--- src/rtl/pingpong_burst_buf_pkg.sv ---
// Shared types for the two-bank burst buffer: per-bank state and bank selector.
package pingpong_burst_buf_pkg;

  typedef enum logic [1:0] {
    EMPTY    = 2'd0,
    FILLING  = 2'd1,
    FULL     = 2'd2,
    DRAINING = 2'd3
  } bank_state_t;

  typedef logic bank_sel_t;

  function automatic bank_sel_t other_bank(input bank_sel_t b);
    return ~b;
  endfunction

endpackage

--- src/rtl/pingpong_burst_buf_ram.sv ---
// Simple dual-port storage for both banks; address is {bank, word}.
module burst_buf_ram #(
  parameter int DATA_W = 32,
  parameter int AW     = 3
) (
  input  logic              clk,
  input  logic              wr_en_i,
  input  logic [AW-1:0]     wr_addr_i,
  input  logic [DATA_W-1:0] wr_data_i,
  input  logic              rd_en_i,
  input  logic [AW-1:0]     rd_addr_i,
  output logic [DATA_W-1:0] rd_data_o
);

  logic [DATA_W-1:0] mem_q [2**AW];

  always_ff @(posedge clk) begin
    if (wr_en_i) mem_q[wr_addr_i] <= wr_data_i;
    if (rd_en_i) rd_data_o <= mem_q[rd_addr_i];
  end

endmodule

--- src/rtl/pingpong_burst_buf.sv ---
// Ping-pong burst buffer: one bank fills from the a-side while the other
// streams out through a 1-cycle RAM read and a 2-entry skid buffer.
module pingpong_burst_buf
  import pingpong_burst_buf_pkg::*;
#(
  parameter int DATA_W    = 32,
  parameter int BURST_LEN = 4
) (
  input  logic              clk,
  input  logic              rst,
  input  logic [DATA_W-1:0] a_data,
  input  logic              a_valid,
  input  logic              a_last,
  output logic              a_ready,
  output logic [DATA_W-1:0] b_data,
  output logic              b_valid,
  output logic              b_last,
  input  logic              b_ready,
  output logic [1:0]        bank_full
);

  localparam int ADDR_W = $clog2(BURST_LEN);
  localparam int LEN_W  = $clog2(BURST_LEN + 1);
  localparam logic [ADDR_W-1:0] LAST_ADDR = ADDR_W'(BURST_LEN - 1);

  bank_state_t       state_q [2];
  logic [LEN_W-1:0]  len_q [2];
  bank_sel_t         wr_bank_q, rd_bank_q, free_bank_q;
  logic [ADDR_W-1:0] wr_addr_q, rd_addr_q;
  logic              rd_busy_q;
  logic              infl_q, infl_last_q;
  logic [DATA_W-1:0] skid_data_q [2];
  logic              skid_last_q [2];
  logic              skid_head_q, skid_tail_q;
  logic [1:0]        skid_cnt_q, skid_cnt_d;
  logic [DATA_W-1:0] ram_rdata;

  logic       a_fire, wr_close, b_fire, b_free;
  logic       rd_avail, rd_issue, rd_issue_last;
  logic [1:0] occ_after;

  assign a_ready  = (state_q[wr_bank_q] == EMPTY) || (state_q[wr_bank_q] == FILLING);
  assign a_fire   = a_valid && a_ready;
  assign wr_close = a_fire && (a_last || (wr_addr_q == LAST_ADDR));

  assign b_valid = (skid_cnt_q != 2'd0);
  assign b_data  = skid_data_q[skid_head_q];
  assign b_last  = b_valid && skid_last_q[skid_head_q];
  assign b_fire  = b_valid && b_ready;
  assign b_free  = b_fire && skid_last_q[skid_head_q];

  // Counting the beat leaving this cycle keeps one read per cycle flowing
  // while still bounding skid entries plus in-flight reads to two.
  assign skid_cnt_d    = skid_cnt_q + 2'(infl_q) - 2'(b_fire);
  assign occ_after     = skid_cnt_d;
  assign rd_avail      = rd_busy_q || (state_q[rd_bank_q] == FULL);
  assign rd_issue      = rd_avail && (occ_after < 2'd2);
  assign rd_issue_last = ((LEN_W'(rd_addr_q) + LEN_W'(1)) == len_q[rd_bank_q]);

  for (genvar gi = 0; gi < 2; gi++) begin : g_full
    assign bank_full[gi] = (state_q[gi] == FULL) || (state_q[gi] == DRAINING);
  end

  burst_buf_ram #(.DATA_W(DATA_W), .AW(ADDR_W + 1)) u_ram (
    .clk       (clk),
    .wr_en_i   (a_fire),
    .wr_addr_i ({wr_bank_q, wr_addr_q}),
    .wr_data_i (a_data),
    .rd_en_i   (rd_issue),
    .rd_addr_i ({rd_bank_q, rd_addr_q}),
    .rd_data_o (ram_rdata)
  );

  always_ff @(posedge clk or posedge rst) begin
    if (rst) begin
      state_q[0] <= EMPTY;
      state_q[1] <= EMPTY;
    end else begin
      for (int i = 0; i < 2; i++) begin
        case (state_q[i])
          EMPTY:    if (a_fire && wr_bank_q == 1'(i)) state_q[i] <= wr_close ? FULL : FILLING;
          FILLING:  if (wr_close && wr_bank_q == 1'(i)) state_q[i] <= FULL;
          FULL:     if (rd_issue && !rd_busy_q && rd_bank_q == 1'(i)) state_q[i] <= DRAINING;
          DRAINING: if (b_free && free_bank_q == 1'(i)) state_q[i] <= EMPTY;
          default:  state_q[i] <= EMPTY;
        endcase
      end
    end
  end

  always_ff @(posedge clk or posedge rst) begin
    if (rst) begin
      wr_bank_q <= '0;
      wr_addr_q <= '0;
      len_q[0]  <= '0;
      len_q[1]  <= '0;
    end else if (a_fire) begin
      if (wr_close) begin
        len_q[wr_bank_q] <= LEN_W'(wr_addr_q) + LEN_W'(1);
        wr_bank_q        <= other_bank(wr_bank_q);
        wr_addr_q        <= '0;
      end else begin
        wr_addr_q <= wr_addr_q + ADDR_W'(1);
      end
    end
  end

  // The read pointer moves on as soon as a bank's last word is issued, so the
  // next bank can start while the previous one is still in the skid buffer.
  always_ff @(posedge clk or posedge rst) begin
    if (rst) begin
      rd_bank_q   <= '0;
      rd_addr_q   <= '0;
      rd_busy_q   <= 1'b0;
      infl_q      <= 1'b0;
      infl_last_q <= 1'b0;
    end else begin
      infl_q <= rd_issue;
      if (rd_issue) begin
        infl_last_q <= rd_issue_last;
        if (rd_issue_last) begin
          rd_addr_q <= '0;
          rd_busy_q <= 1'b0;
          rd_bank_q <= other_bank(rd_bank_q);
        end else begin
          rd_addr_q <= rd_addr_q + ADDR_W'(1);
          rd_busy_q <= 1'b1;
        end
      end
    end
  end

  always_ff @(posedge clk or posedge rst) begin
    if (rst) begin
      skid_data_q[0] <= '0;
      skid_data_q[1] <= '0;
      skid_last_q[0] <= 1'b0;
      skid_last_q[1] <= 1'b0;
      skid_head_q    <= 1'b0;
      skid_tail_q    <= 1'b0;
      skid_cnt_q     <= 2'd0;
      free_bank_q    <= '0;
    end else begin
      skid_cnt_q <= skid_cnt_d;
      if (infl_q) begin
        skid_data_q[skid_tail_q] <= ram_rdata;
        skid_last_q[skid_tail_q] <= infl_last_q;
        skid_tail_q              <= ~skid_tail_q;
      end
      if (b_fire) skid_head_q <= ~skid_head_q;
      if (b_free) free_bank_q <= other_bank(free_bank_q);
    end
  end

endmodule

--- config.mk ---
export PLATFORM = sky130hd
export DESIGN_NAME = pingpong_burst_buf
export DESIGN_NICKNAME = d
export VERILOG_FILES = /design/src/rtl/pingpong_burst_buf_pkg.sv /design/src/rtl/pingpong_burst_buf_ram.sv /design/src/rtl/pingpong_burst_buf.sv
export SDC_FILE = /design/constraint.sdc
export NUM_CORES = 1
export LEC_CHECK = 0
export CAP_MARGIN = 30
export CORE_MARGIN = 2
export CORE_UTILIZATION = 60
export CTS_CLUSTER_SIZE = 30
export DETAILED_ROUTE_END_ITERATION = 10
export GPL_TIMING_DRIVEN = 0
export PLACE_DENSITY_LB_ADDON = 0.3
export SLEW_MARGIN = 20
export SYNTH_ARGS = -nofsm -noshare
export SYNTH_HDL_FRONTEND = slang
export SYNTH_SLANG_ARGS = --single-unit
--- constraint.sdc ---
create_clock -name clk -period 7.9 [get_ports clk]
set_clock_uncertainty 0.1 [all_clocks]
set_input_delay 1.58 -clock clk [delete_from_list [all_inputs] [get_ports clk]]
set_output_delay 1.58 -clock clk [all_outputs]
set_load 0.1 [all_outputs]
# After elaboration in Yosys (flattened, before gate mapping)
# Memories as Yosys holds them, arrays and structs flattened. A register that Yosys moved wholly into a read port is not among the register bits.
# Index checks and enable logic that the tools add are counted.
[totals]
regBits = 90
latchBits = 0
ram_bits = 256
romBits = 0
input_bits = 37
out_inout_bits = 37
elab_cells = 131
n_memories = 1
[classes]
add_sub_neg = 6
n_mul = 0
div_mod_pow = 0
n_lt_le_gt_ge = 7
eq_ne = 18
shift = 0
n_mux = 40
bitwise = 9
reduce_logical = 31
[memory_table]
columns = ["name", "depth", "width", "rd", "rd_clocked_by_memory_dff", "wr", "line_no", "source"]
rows = [
  ["u_ram.mem_q", 8, 32, 1, 1, 1, "pingpong_burst_buf_ram.sv:15", "logic [DATA_W-1:0] mem_q [2**AW];"],
]
[ops]
columns = ["op", "n"]
rows = [
  ["$mux W32", 4],
  ["$bwmux W64", 1],
  ["$mux W2", 17],
  ["$demux W32 S1", 1],
  ["$logic_and A1 B1 Y1", 17],
  ["$pmux W2 S4", 2],
  ["$eq A2 B2 Y1 const B", 6],
  ["$mux W3", 4],
  ["$ge A2 B2 Y1 const B", 4],
  ["$ne A2 B1 Y1 const B", 4],
  ["$ne A2 B2 Y1 const B", 4],
  ["$not A1 Y2", 4],
  ["$reduce_and A4 Y1", 2],
  ["$mux W1", 7],
  ["$add A2 B1 Y3 const B", 2],
  ["$bwmux W6", 1],
  ["$eq A2 B1 Y1 const B", 3],
  ["$logic_not A2 Y1", 3],
  ["$logic_or A1 B1 Y1", 5],
  ["$not A1 Y1", 5],
  ["$add A2 B1 Y2 const B", 2],
  ["$lt A2 B1 Y1 const B", 2],
  ["$reduce_and A2 Y1", 2],
  ["$demux W3 S1", 1],
  ["other kinds (8)", 8],
]

# Longest topological paths before layout
[logic_depth]
depth_word = 11
mapped_depth = 8
mapped_depth_nobuf = 8

# Modules after synthesis
# A second synthesis with hierarchy kept.
[unflattened]
cells_unflattened = 724
area_unflattened_um2 = 14965.6
[by_module_without_submodules]
columns = ["module", "instances", "cells_each", "area_each_um2"]
rows = [
  ["burst_buf_ram", 1, 415, 10786.6],
  ["pingpong_burst_buf", 1, 309, 4179.0],
]

# Worst setup path after synthesis
# Ideal clock, no wire load.
[synth_path]
kind = "register to register"
from = "register wr_bank_q"
to = "memory u_ram.mem_q[0][0] (enable)"
setup_time_ns = 0.502
t_arrival_ns = 5.768
slack_ns = 1.530
path_stages_with_launch = 5
n_path_buf = 1
synth_period_minus_slack_ns = 6.370
cell_sequence = "dfrtp_1 > buf_6 > mux2i_1 > nand2_1 > nor4_1"
[synth_via]
elab_chain_len = 9
word_cells_on_any_way = 10
classes_between = "eq/ne: 1; mux: 5; bitwise: 1; reduce/logical: 3"
[synth_lines]
columns = ["element", "line_no", "source"]
rows = [
  ["start, declared", "pingpong_burst_buf.sv:28", "bank_sel_t wr_bank_q, rd_bank_q, free_bank_q;"],
  ["start signal, assigned", "pingpong_burst_buf.sv:100", "wr_bank_q <= other_bank(wr_bank_q);"],
  ["$not A1 Y2 (not written as such) (*)", "pingpong_burst_buf.sv:42", "assign a_ready = (state_q[wr_bank_q] == EMPTY) || (state_q[wr_bank_q] == FILLING);"],
  ["$mux W2 (not written as such) (*) (3 in a row)", "pingpong_burst_buf.sv:42", ""],
  ["$eq A2 B1 Y1 / $logic_not A2 Y1 (equally long branches)", "pingpong_burst_buf.sv:42", ""],
  ["$logic_or A1 B1 Y1 (*)", "pingpong_burst_buf.sv:42", ""],
  ["net a_ready", "pingpong_burst_buf.sv:14", "output logic a_ready,"],
  ["$logic_and A1 B1 Y1 (*)", "pingpong_burst_buf.sv:43", "assign a_fire = a_valid && a_ready;"],
  ["$mux W1 (*)", "pingpong_burst_buf_ram.sv:18", "if (wr_en_i) mem_q[wr_addr_i] <= wr_data_i;"],
  ["$mux W1 (not written as such) (*)", "pingpong_burst_buf_ram.sv:18", ""],
  ["end, declared", "pingpong_burst_buf_ram.sv:15", ""],
]
# Mark *: on every way through the listed nets, which the timed path passes. The rest lies on a longest branch. The select of a mux whose other input is x is not followed.

# Worst setup path after layout
[layout_path]
from = "register skid_head_q"
to = "output port b_data[17]"
[layout_via]
elab_chain_len = 4
[layout_lines]
columns = ["element", "line_no", "source"]
rows = [
  ["start, declared", "pingpong_burst_buf.sv:34", "logic skid_head_q, skid_tail_q;"],
  ["start signal, assigned", "pingpong_burst_buf.sv:150", "if (b_fire) skid_head_q <= ~skid_head_q;"],
  ["$not A1 Y2 (not written as such)", "pingpong_burst_buf.sv:47", "assign b_data = skid_data_q[skid_head_q];"],
  ["$mux W32 (not written as such) (3 in a row)", "pingpong_burst_buf.sv:47", ""],
  ["end, declared", "pingpong_burst_buf.sv:15", "output logic [DATA_W-1:0] b_data,"],
]
# Every way passes these cells. The select of a mux whose other input is x is not followed.

==> out/results.ini <==
[routing]
wirelength_um = 29830
vias = 7246
dr.pass1.iters = 4
routedWlPerCell_um = 24.45
drtIter0Drc = 642
drcViolationCount = 0
via_per_inst = 5.939
ant_nets = 0

[timing]
slew_headroom = 0.3305
fin_crit_ns = 4.834
finalSetupTns_ns = 0
worst_pin_slew_ns = 1.001
finalSetupViolCount = 0
fin_crit_sh = 0.6119
report.final.slew_viol_count = 0
max_freq_ghz = 0.2069
rsz0062_at_grt = false
finalHoldViolations = 0

[place]
place_hpwl_um = 19420
gp_congestion = 0.7783
placed_area_sq_mm = 0.01631
port_buffers = 73

[worst_setup_path]
cp_top_family = buffers and inverters
cp_max_fo = 10
crit_path_start_kind = flop
setup.worst_path.end_class = output port
ff2ff_setup_slack_ns = 4.87
r2r_cells = 7
timing.rr.end = u_ram.mem_q[0][18]$_DFFE_PP_
path_cells = buf_4, clkbuf_1, mux2_2, clkdlybuf4s50_1
path_class = flop to output port
slowest_stage = clkdlybuf4s50_1
max_stage_delay_ns = 1.14
cp.arrival_ns = 3.15
worstPathRequired_ns = 6.22
reg2reg_from = wr_bank_q$_DFFE_PP0P_
crit_buf_inv = 3

[hold_path]
worst_hold_path.endpoint = skid_tail_q$_DFFE_PP0P_
min_path_type = flop to flop
worstHoldStart = skid_tail_q$_DFFE_PP0P_
min_path_cells = 1

[clock_tree]
clk_latency_ns = 0.52
cts_resized = 0
ctsHtreeMaxLevel = 2
clock_sinks = 378
cts_buffers = 38
clk_pin_slew_ns = 0.06
cts.path.max_buffers = 3
hold_buffers = 0
cts_root_buf = clkbuf_16
cts_tree = built
cts_setup_buffers = 0

[layout]
final_area_sq_mm = 0.01749
final_core_util = 0.7213
nFillCells = 1351
final_layout_size_suffix_gt1_frac = 0.3389
final_nets = 915
area_growth_syn_to_layout_pct = 18.52

[floorplan]
fp.dieH_um = 160.8
initial_core_util = 0.6086
num_rows = 57
pin_count = 74
coreArea_sq_mm = 0.02425
die_area_sq_mm = 0.02586
die_width_um = 160.8

[global_route]
grt_pass1_wl_um = 46430
grt_antenna_before_repair = 3
grt_pass1_vias = 7907
grt-ovfl-total = 0
grt_use_total = 0.2422
grt_max_degree = 47

[yosys]
ys_types = 37
ys_ff_latch = 378
syn_area_sq_mm = 0.01476
yosysWarningCount = 0
synthFlopType = edfxtp_1
synth-edff-count = 288
synth_nets = 771
ys_seq_area_frac = 0.7387
async_flop_share = 0.2381
syn_inst = 722
avgSynthCellArea_sq_um = 20.44

[status]
outcome = finished, final reports clean

[flow_run]
drv_cap = 0

==> worst reg2reg max path, cell delays in order (launching register included) <==
cell and delay [ns]:
dfrtp_1 0.34, buf_6 0.14, mux2i_1 0.36, nand2_1 0.30, nor4_2 0.75, buf_2 0.34, buf_4 0.18, buf_2 0.21
==> state kept, by name, indices dropped and copies added, names as in the netlist <==
signal           flops
free_bank_q          1
infl_last_q          1
infl_q               1
len_q                6
rd_addr_q            2
rd_bank_q            1
rd_busy_q            1
skid_cnt_q           2
skid_data_q         64
skid_head_q          1
skid_last_q          2
skid_tail_q          1
state_q              4
u_ram.mem_q        256
u_ram.rd_data_o     32
wr_addr_q            2
wr_bank_q            1
==> layout by cell type (no fill, tap or decap), types with 3 or more instances in the layout <==
| master | netlist | routed |
|---|---|---|
| nand2_1 | 17 | 17 |
| clkbuf_8 | 0 | 5 |
| buf_2 | 8 | 12 |
| mux2i_1 | 7 | 7 |
| clkinv_2 | 0 | 3 |
| nor2_4 | 0 | 3 |
| clkinv_1 | 0 | 9 |
| buf_4 | 1 | 17 |
| a22o_1 | 5 | 5 |
| buf_16 | 0 | 6 |
| dfrtp_1 | 90 | 90 |
| nor3_2 | 0 | 4 |
| xor2_1 | 4 | 4 |
| mux4_2 | 64 | 64 |
| mux2_2 | 131 | 131 |
| buf_6 | 1 | 6 |
| clkdlybuf4s50_1 | 0 | 73 |
| inv_1 | 14 | 13 |
| edfxtp_1 | 288 | 288 |
| o21ai_0 | 16 | 16 |
| clkbuf_16 | 0 | 39 |
| clkbuf_1 | 21 | 29 |
| nand3_1 | 5 | 5 |
| ha_1 | 12 | 12 |
==> cell usage after synthesis, types with 4 or more instances <==
library cell,n,area (sq um)
a22o_1,5,43.79
buf_2,8,40.04
clkbuf_1,21,78.83
dfrtp_1,90,2252
edfxtp_1,288,8648
ha_1,12,150.1
inv_1,14,52.55
mux2_2,131,1475
mux2i_1,7,70.07
mux4_2,64,1441
nand2_1,17,63.81
nand3_1,5,25.02
nor2_1,4,15.01
nor3_1,5,25.02
o21ai_0,16,80.08
xor2_1,4,35.03
==> how the worst max path moves through the flow <==
stage	slack, ns	from	depth (start not counted)	to
floorplan	1.53	wr_bank_q$_DFFE_PP0P_	4	u_ram.mem_q[0][0]$_DFFE_PP_
global placement	-1.21	a_valid	3	u_ram.mem_q[0][14]$_DFFE_PP_
detailed placement	3.55	b_ready	10	rd_bank_q$_DFFE_PP0P_
CTS	3.02	skid_head_q$_DFFE_PP0P_	4	b_data[17]
global route	3.00	skid_head_q$_DFFE_PP0P_	4	b_data[19]
finish	3.07	skid_head_q$_DFFE_PP0P_	4	b_data[17]
==> metrics by stage <==
step / worst slack, ns / hold slack [ns] / std cells
after CTS: 3.023 / 0.3967 / 1218
after global routing: 2.998 / 0.4171 / 1220
final: 3.066 / 0.3942 / 1220
after floorplan: 1.530 / 0.3492 / 722
after global placement: -1.206 / 0.3669 / 1119
after detailed placement: 3.546 / 0.3850 / 1150
==> cell type report <==
class,instances,area [sq um],share of cell area
antenna,2,5.005,0.0002862
buffer,31,137.6,0.007869
clock buffer,52,1075,0.06145
clock inverter,16,103.9,0.005938
inverter,14,55.05,0.003148
multi-input combinational,299,3715,0.2124
sequential,378,10900,0.6233
tap,324,405.4,0.02318
timing repair buffer,104,1092,0.06246
==> logic make-up (layout without fill, tap and decap cells) <==
logic type | Yosys count | count (layout) | synth area share
adder cells (fa/ha/maj) | 12 | 12 | 0.01017
buffers and inverters | 45 | 217 | 0.01289
flip-flops | 378 | 378 | 0.7387
other | 0 | 2 | 0
AND/OR/NAND/NOR | 48 | 48 | 0.01755
XOR/XNOR | 6 | 6 | 0.003561
multiplexers | 204 | 204 | 0.2039
AO/OA/AOI/OAI | 29 | 29 | 0.01323
==> per-layer routing <==
metal	vias up	GRT usage	wire length [um]
li1	3157	-	-
met1	3759	0.3276	11900
met2	266	0.4126	15230
met3	64	0.03822	1874
met4	0	0.07792	827
met5	-	0	0
Power is not shown: default switching activity piles up to over one toggle a cycle in this logic, so the estimate is an artifact.
